<file path="src/rtl/cic_decim_comb.sv">
// CIC decimator back end: samples the last integrator once every R clocks and
// runs the sample through N pipelined M=1 comb stages with modulo-2^WIDTH arithmetic.
module cic_decim_comb #(
    parameter int WIDTH = 19,
    parameter int R     = 8,
    parameter int N     = 3
) (
    input  logic             clk,
    input  logic             rst,
    input  logic [WIDTH-1:0] in,
    output logic [WIDTH-1:0] out,
    output logic             out_valid
);

    localparam int               CNT_W    = (R > 1) ? $clog2(R) : 1;
    localparam logic [CNT_W-1:0] CNT_LAST = CNT_W'(R - 1);

    // Index 0 is the decimated capture; index k is the output of comb stage k.
    logic [CNT_W-1:0]        cnt;
    logic signed [WIDTH-1:0] comb_p [0:N];
    logic signed [WIDTH-1:0] dly_p  [1:N];
    logic [N:0]              vld_p;

    // Wrap-around is what makes the integrator/comb pair cancel, so no clipping here.
    function automatic logic signed [WIDTH-1:0] wrap_sub(
        input logic signed [WIDTH-1:0] a,
        input logic signed [WIDTH-1:0] b
    );
        return a - b;
    endfunction

    always_ff @(posedge clk or posedge rst) begin
        if (rst) begin
            cnt   <= '0;
            vld_p <= '0;
            for (int k = 0; k <= N; k++) begin
                comb_p[k] <= '0;
            end
            for (int k = 1; k <= N; k++) begin
                dly_p[k] <= '0;
            end
        end else begin
            // Stage 0: decimating capture
            cnt      <= (cnt == CNT_LAST) ? '0 : cnt + 1'b1;
            vld_p[0] <= (cnt == CNT_LAST);
            if (cnt == CNT_LAST) begin
                comb_p[0] <= signed'(in);
            end
            // Stages 1..N: combs, each advancing only on its input valid
            for (int k = 1; k <= N; k++) begin
                vld_p[k] <= vld_p[k-1];
                if (vld_p[k-1]) begin
                    comb_p[k] <= wrap_sub(comb_p[k-1], dly_p[k]);
                    dly_p[k]  <= comb_p[k-1];
                end
            end
        end
    end

    assign out       = comb_p[N];
    assign out_valid = vld_p[N];

endmodule

</file>
<file path="config.mk">
export PLATFORM = sky130hd
export DESIGN_NAME = cic_decim_comb
export DESIGN_NICKNAME = d
export VERILOG_FILES = /design/src/rtl/cic_decim_comb.sv
export SDC_FILE = /design/constraint.sdc
export NUM_CORES = 1
export LEC_CHECK = 0
export ABC_CLOCK_PERIOD_IN_PS = 9630
export BUFFER_PORTS_ARGS = -buffer_cell sky130_fd_sc_hd__buf_4
export CORE_AREA = 2 2 137 139
export CTS_CLUSTER_DIAMETER = 120
export DETAILED_ROUTE_END_ITERATION = 16
export DIE_AREA = 0 0 139 141
export PLACE_DENSITY = 0.61
export SLEW_MARGIN = 20
export SYNTH_ARGS = -nofsm -noshare
export SYNTH_HDL_FRONTEND = slang
export SYNTH_SLANG_ARGS = --single-unit
</file>
<file path="constraint.sdc">
create_clock -name clk -period 9.63 [get_ports clk]
set_input_delay 0 -clock clk [delete_from_list [all_inputs] [get_ports clk]]
set_output_delay 0 -clock clk [all_outputs]
set_load 0.005 [all_outputs]
</file>
==> results of run 1 <==
-- flip-flops by register name, summed over array words and instances (netlist names) --
| signal | count |
|---|---|
| comb_p | 57 |
| dly_p | 57 |
| out | 19 |
| vld_p | 4 |
| cnt | 3 |
-- critical path, stage by stage, from the launching register on --
cell      delay [ns]
dfrtp_1         0.39
inv_1           0.06
ha_1            0.15
inv_1           0.05
fa_1            0.42
a211oi_2        0.23
o21ai_1         0.10
a21o_1          0.23
a41oi_1         0.34
and2_1          0.21
xnor2_1         0.07
mux2_2          0.26
-- area by class of cell --
class | instances | area (um^2)
tap | 234 | 293
sequential | 140 | 3510
timing repair buffer | 64 | 531
multi-input combinational | 565 | 3970
fill | 1717 | 9150
inverter | 73 | 279
clock inverter | 10 | 65.1
clock buffer | 22 | 484
-- cell families after synthesis --
logic type | Yosys count | synth area share [%]
and+or+nand+nor | 194 | 11.2
adders and majority gates | 59 | 9.51
muxes | 44 | 6.18
buffers and inverters | 122 | 6.63
DFF | 140 | 43.8
AOI/OAI and AO/OA | 240 | 19.6
xor gates and xnor gates | 28 | 3.07
-- metrics by stage --
step,hold slack [ns],cells,total power [mW],util (%)
after floorplan,0.121,827,1.73,-
after global placement,0.182,1056,1.93,45.8
after detailed placement,0.179,1056,1.94,45.8
after CTS,0.282,1108,2.57,49.9
after global routing,0.348,1108,2.75,49.9
final,0.273,1108,2.54,49.9
-- path summary, 6_finish.rpt --
| path | slack [ns] | endpoint | depth (start not counted) | start |
|---|---|---|---|---|
| worst max-delay path | 7.00 | comb_p[33] | 11 | comb_p[38] |
| worst min-delay path | 0.27 | dly_p[39] | 3 | rst |
| worst max register to register | 7.00 | comb_p[33] | 11 | comb_p[38] |
| worst min register to register | 0.43 | cnt[0] | 1 | cnt[0] |
| max in group asynchronous | 8.12 | vld_p[3] | 4 | rst |
| min in group clk | 0.35 | comb_p[57] | 4 | in[0] |
-- per-layer routing --
layer	up-vias	wire length, um	part of all wire (%)
li1	2979	-	-
met1	2687	7460	52
met2	70	6300	44
met3	8	373	2.6
met4	0	116	0.81
met5	-	0	0
-- cells in the final DEF (no fill, tap or decap), types with 3 or more instances in the layout --
cell and n:
and3_1 6, and2_1 4, dfrtp_1 138, o21a_1 11, nor3b_1 3, clkinv_2 5, nand4_1 5, dlygate4sd3_1 20
buf_4 44, nor3_1 16, o2111ai_1 7, inv_1 71, a21o_1 19, nand2_1 88, o2bb2ai_1 7, ha_1 56
a211o_1 4, xnor2_1 20, or3_1 3, mux2_2 43, nor2_1 36, fa_1 3, o21ai_0 75, nor2b_1 10
o31ai_1 6, clkinvlp_4 3, o311ai_0 3, nand3_1 10, xor2_1 8, o211ai_1 6, o21bai_1 7, clkbuf_16 17
clkbuf_8 4, nand2b_1 7, o221ai_1 3, a31oi_1 4, a21oi_1 51, a211oi_1 11
-- power groups by stage --
stage / sequential [mW] / clock (mW) / combinational (mW)
global route: 0.863 / 0.639 / 1.25
finish: 0.841 / 0.596 / 1.10
floorplan: 0.822 / 0 / 0.904
global placement: 0.847 / 0 / 1.08
detailed placement: 0.852 / 0 / 1.09
CTS: 0.843 / 0.617 / 1.11
==> impl_metrics.csv, run 1 <==
group,metric,value,unit
sta,fmax,0.380,GHz
power,combPwrFrac,43.4,%
sta,setup_viol,0,
critical_path,end_kind,"flip-flop",
sta,hold_viol,0,
yosys,synth_common_cells,"dfrtp_1, nand2_1, o21ai_0",
yosys,yosysWarnings,0,
yosys,ys_ff_latch,140,
yosys,yosysMostFrequentCell,"dfrtp_1",
route,ant_nets,0,
yosys,syn_nets,907,
hold_path,hold_class,"input pin to asynchronous set/reset pin",
route,wl_per_cell,12.9,um
final_layout,design_area,9120,um^2
global_routing,grt_max_degree,81,
global_routing,met1_usage,21.0,%
die,core,18300,um^2
yosys,avgSynthCellArea,9.67,um^2
sta,skew,0.00900,ns
sta,rsz0062_at_grt,"false",
global_routing,grt_use_met2,24.6,%
power,p_int,1.61,mW
critical_path,cp.required,9.93,ns
critical_path,start_kind,"flip-flop",
critical_path,worstSetupPathType,"flip-flop to flip-flop",
die,die-area,19600,um^2
sta,post-route-period-util,27.3,%
sta,setup_ws,7.00,ns
global_routing,antenna_found_initial,0,
yosys,ys_types,64,
place,routabilityCongestion,0.817,
global_routing,grt_busiest_layer,"met2",
yosys,synth_top_area_share,43.8,%
yosys,synth_cells,827,
clocking,cts_resized,0,
final_layout,fin_nets,941,
route,drcViolationCount,0,
yosys,syn_area,8000,um^2
die,die_x,139,um
global_routing,grt_pass1_wl,25.3,mm
final_layout,n_antenna_cell,0,
clocking,tritoncts,"yes",
clocking,cts_made_buffers,17,
yosys,synthTopCellsByArea,"dfrtp_1, ha_1, mux2_2",
global_routing,use_met3,3.67,%
final_layout,drive_gt1_share,15.0,%
place,place_area,8370,um^2
global_routing,grt_pass1_vias,5481,
yosys,yosysSeqAreaShare,43.8,%
yosys,synth_top_area_cell,"dfrtp_1",
route,routed_wl,14.2,mm
final_layout,syn2layout_area_growth,14.0,%
power,p_switching,0.923,mW
place,place_ws,6.99,ns
power,sw_frac_of_total,36.4,%
route,firstDrtPassIters,4,
die,ioPinCount,41,
clocking,postCtsSetupRepairBufs,0,
power,p_leak,4.16,nW
clocking,cts_root_buf,"clkbuf_16",
clocking,cts.clk_slew.worst_paths,0.06,ns
yosys,synth_edf_count,0,
sta,relSlewSlack,42.2,%
power,clock_power_share,23.5,%
route,viasPerCell,5.18,
critical_path,cp_max_fo,4,
clocking,clock_path_buffers,2,
global_routing,overflow,0,
yosys,synth_flop_cell,"dfrtp_1",
sta,min_period,2.63,ns
job,drv_cap,0,
route,dr_total_vias,5744,
clocking,ctsHtreeMaxLevel,4,
die,rows,50,
die,initial_core_util,43.8,%
power,seq_power_share,33.1,%
global_routing,track_usage,15.4,%
sta,tightest_slew,0.867,ns
place,hpwl,9.85,mm
die,die_height,141,um
place,numPortBuffers,40,
status,status,"finished, final reports clean",
power,ir_worst_vdd,0.154,mV
clocking,clk_latency,0.42,ns
clocking,numClockSinks,140,
yosys,synthArstFlopShare,100,%
sta,slew_viol_final,0,
critical_path,critPathArrivalTime,2.93,ns
power,power_density,278,nW/um^2
clocking,hold_buffers,20,
route,drt_iter0_drc,298,
sta,finalSetupTns,0,ns
(Power assumes the default switching activity.)
==> run 2, diff against run 1 <==
--- a/config.mk
+++ b/config.mk
@@ -5,7 +5,7 @@
 export SDC_FILE = /design/constraint.sdc
 export NUM_CORES = 1
 export LEC_CHECK = 0
-export ABC_CLOCK_PERIOD_IN_PS = 9630
+export ABC_CLOCK_PERIOD_IN_PS = 2550
 export BUFFER_PORTS_ARGS = -buffer_cell sky130_fd_sc_hd__buf_4
 export CORE_AREA = 2 2 137 139
 export CTS_CLUSTER_DIAMETER = 120
==> constraint.sdc (replaced) <==
create_clock -name clk -period 2.55 [get_ports clk]
set_input_delay 0 -clock clk [delete_from_list [all_inputs] [get_ports clk]]
set_output_delay 0 -clock clk [all_outputs]
set_load 0.005 [all_outputs]
==> run 2 against run 1 <==
- sequential power grew to 3.8 times the previous value
- sequential cell count stayed put
- highest routed layer unchanged
- power grew to 3.9 times the previous value
- critical path type unchanged
- via count hardly changed
- first-iteration DRC count is 10% lower
- die area stayed put
- register-to-register slack worse by 6.9 ns
- non-clock buffer count is 20 higher
- worst hold slack worse by 0.11 ns
==> impl_metrics.csv, run 2 (synthesis results as in run 1) <==
group,metric,value,unit
final_layout,n_antenna_cell,0,
critical_path,reg2reg_from,"comb_p[38]",
route,routed_wl,14.8,mm
die,die_height,141,um
clocking,cts_root_buf,"clkbuf_16",
power,p_leak,4.27,nW
place,numPortBuffers,40,
die,rows,50,
clocking,cts_made_buffers,17,
sta,post-route-period-util,96.1,%
power,power_density,1060,nW/um^2
place,hpwl,10.5,mm
sta,tightest_slew,0.494,ns
final_layout,most-common-layout-cells,"dfrtp_1, nand2_1, o21ai_0",
global_routing,grt_pass1_vias,5638,
die,die-area,19600,um^2
final_layout,fin_nets,961,
die,ioPinCount,41,
clocking,ctsHtreeMaxLevel,4,
sta,setup_viol,0,
critical_path,start_kind,"flip-flop",
clocking,tritoncts,"yes",
clocking,numClockSinks,140,
power,sw_frac_of_total,36.3,%
power,p_switching,3.62,mW
route,wl_per_cell,13.1,um
place,routabilityCongestion,0.837,
critical_path,r2r_cells,11,
die,core,18300,um^2
final_layout,syn2layout_area_growth,17.6,%
route,viasPerCell,5.09,
sta,rsz0062_at_grt,"true",
clocking,clk_latency,0.43,ns
critical_path,cp.required,2.85,ns
sta,relSlewSlack,67.0,%
sta,min_period,2.45,ns
global_routing,track_usage,16.2,%
sta,slew_viol_final,0,
route,firstDrtPassIters,4,
critical_path,critPathArrivalTime,2.76,ns
power,combPwrFrac,44.5,%
sta,fmax,0.408,GHz
critical_path,cp_max_fo,4,
global_routing,grt_max_degree,63,
power,seq_power_share,31.8,%
hold_path,hold_class,"input pin to asynchronous set/reset pin",
clocking,clock_path_buffers,2,
status,status,"finished, final reports clean",
clocking,cts.clk_slew.worst_paths,0.06,ns
route,top_layer_used,"met4",
final_layout,layout_commonest_cell,"dfrtp_1",
power,finalPower,9.98,mW
critical_path,r2r_setup_slack,0.1,ns
route,drcViolationCount,0,
job,drv_cap,0,
power,ir_worst_vdd,0.661,mV
global_routing,overflow,0,
final_layout,drive_gt1_share,18.8,%
critical_path,reg2reg_to,"comb_p[29]",
route,drt_iter0_drc,267,
power,clock_power_share,23.7,%
route,ant_nets,0,
die,initial_core_util,43.8,%
critical_path,worstSetupPathType,"flip-flop to flip-flop",
global_routing,grt_pass1_wl,26.5,mm
global_routing,antenna_found_initial,0,
route,dr_total_vias,5745,
power,p_int,6.36,mW
die,die_x,139,um
route,met3WireLength,399,um
critical_path,end_kind,"flip-flop",
sta,fin_hold_ws,0.159,ns
route,met2_length,6.41,mm
sta,skew,0.00730,ns
sta,hold_viol,0,
route,wl_met1,7.67,mm
[run 2: cell types whose count changed in the layout (fill, tap and decap cells not counted), moves of 3 or more]
| cell | change |
|---|---|
| a31oi_1 | -3 |
| a31oi_2 | +3 |
| buf_4 | +18 |
| fa_1 | -3 |
| fa_2 | +3 |
| ha_1 | -3 |
[run 2: how the worst max path moves through the flow]
stage / to / startpoint / cells past startpoint
floorplan: comb_p[31] / comb_p[38] / 11
global placement: out[18] / comb_p[19] / 11
detailed placement: comb_p[33] / comb_p[38] / 11
CTS: comb_p[54] / comb_p[57] / 11
global route: comb_p[29] / comb_p[38] / 11
finish: comb_p[29] / comb_p[38] / 11
[run 2: layer usage]
metal	GRT usage [%]	up-vias
li1	-	3013
met1	22.0	2634
met2	25.5	79
met3	3.02	19
met4	7.18	0
met5	0	-
[run 2: critical path: stages (launching register included)]
cell      delay (ns)
dfrtp_1         0.37
inv_1           0.06
ha_1            0.15
inv_1           0.05
fa_2            0.34
a211oi_2        0.25
o21ai_1         0.09
a21o_1          0.22
a31o_2          0.28
buf_4           0.13
xor2_1          0.13
mux2_2          0.26
[run 2: stage by stage]
stage	instances	area (um^2)	setup slack (ns)	util [%]	setup TNS, ns
floorplan	827	8000	0.160	-	0
global placement	1073	8520	0.0119	46.7	0
detailed placement	1073	8520	-0.0119	46.7	-0.0148
CTS	1125	9310	0.00812	51.0	0
global route	1128	9410	-0.0507	51.5	-0.139
finish	1128	9410	0.0988	51.5	0
[run 2: power by group through the flow]
stage               combinational, mW  sequential [mW]  clock [mW]
floorplan                        3.41             3.11           0
global placement                 4.16             3.19           0
detailed placement               4.20             3.22           0
CTS                              4.28             3.18        2.44
global route                     5.02             3.27        2.52
finish                           4.44             3.17        2.37
[run 2: area by class of cell]
class	instances	area, um^2
Fill cell	1690	8860
Multi-Input combinational cell	565	4050
Sequential cell	140	3510
Timing Repair Buffer	84	706
Clock buffer	22	484
Tap cell	234	293
Inverter	73	278
Clock inverter	10	90.1
[run 2: timing repair]
item | 4_1_cts | 5_1_grt
pin swaps | 0 | 24
endpoints found under the hold margin | 38 | 0
buffers inserted | 0 | 3
resized for setup | 2 | 17
endpoints found under the setup margin | 2 | 19
hold buffers | 20 | 0
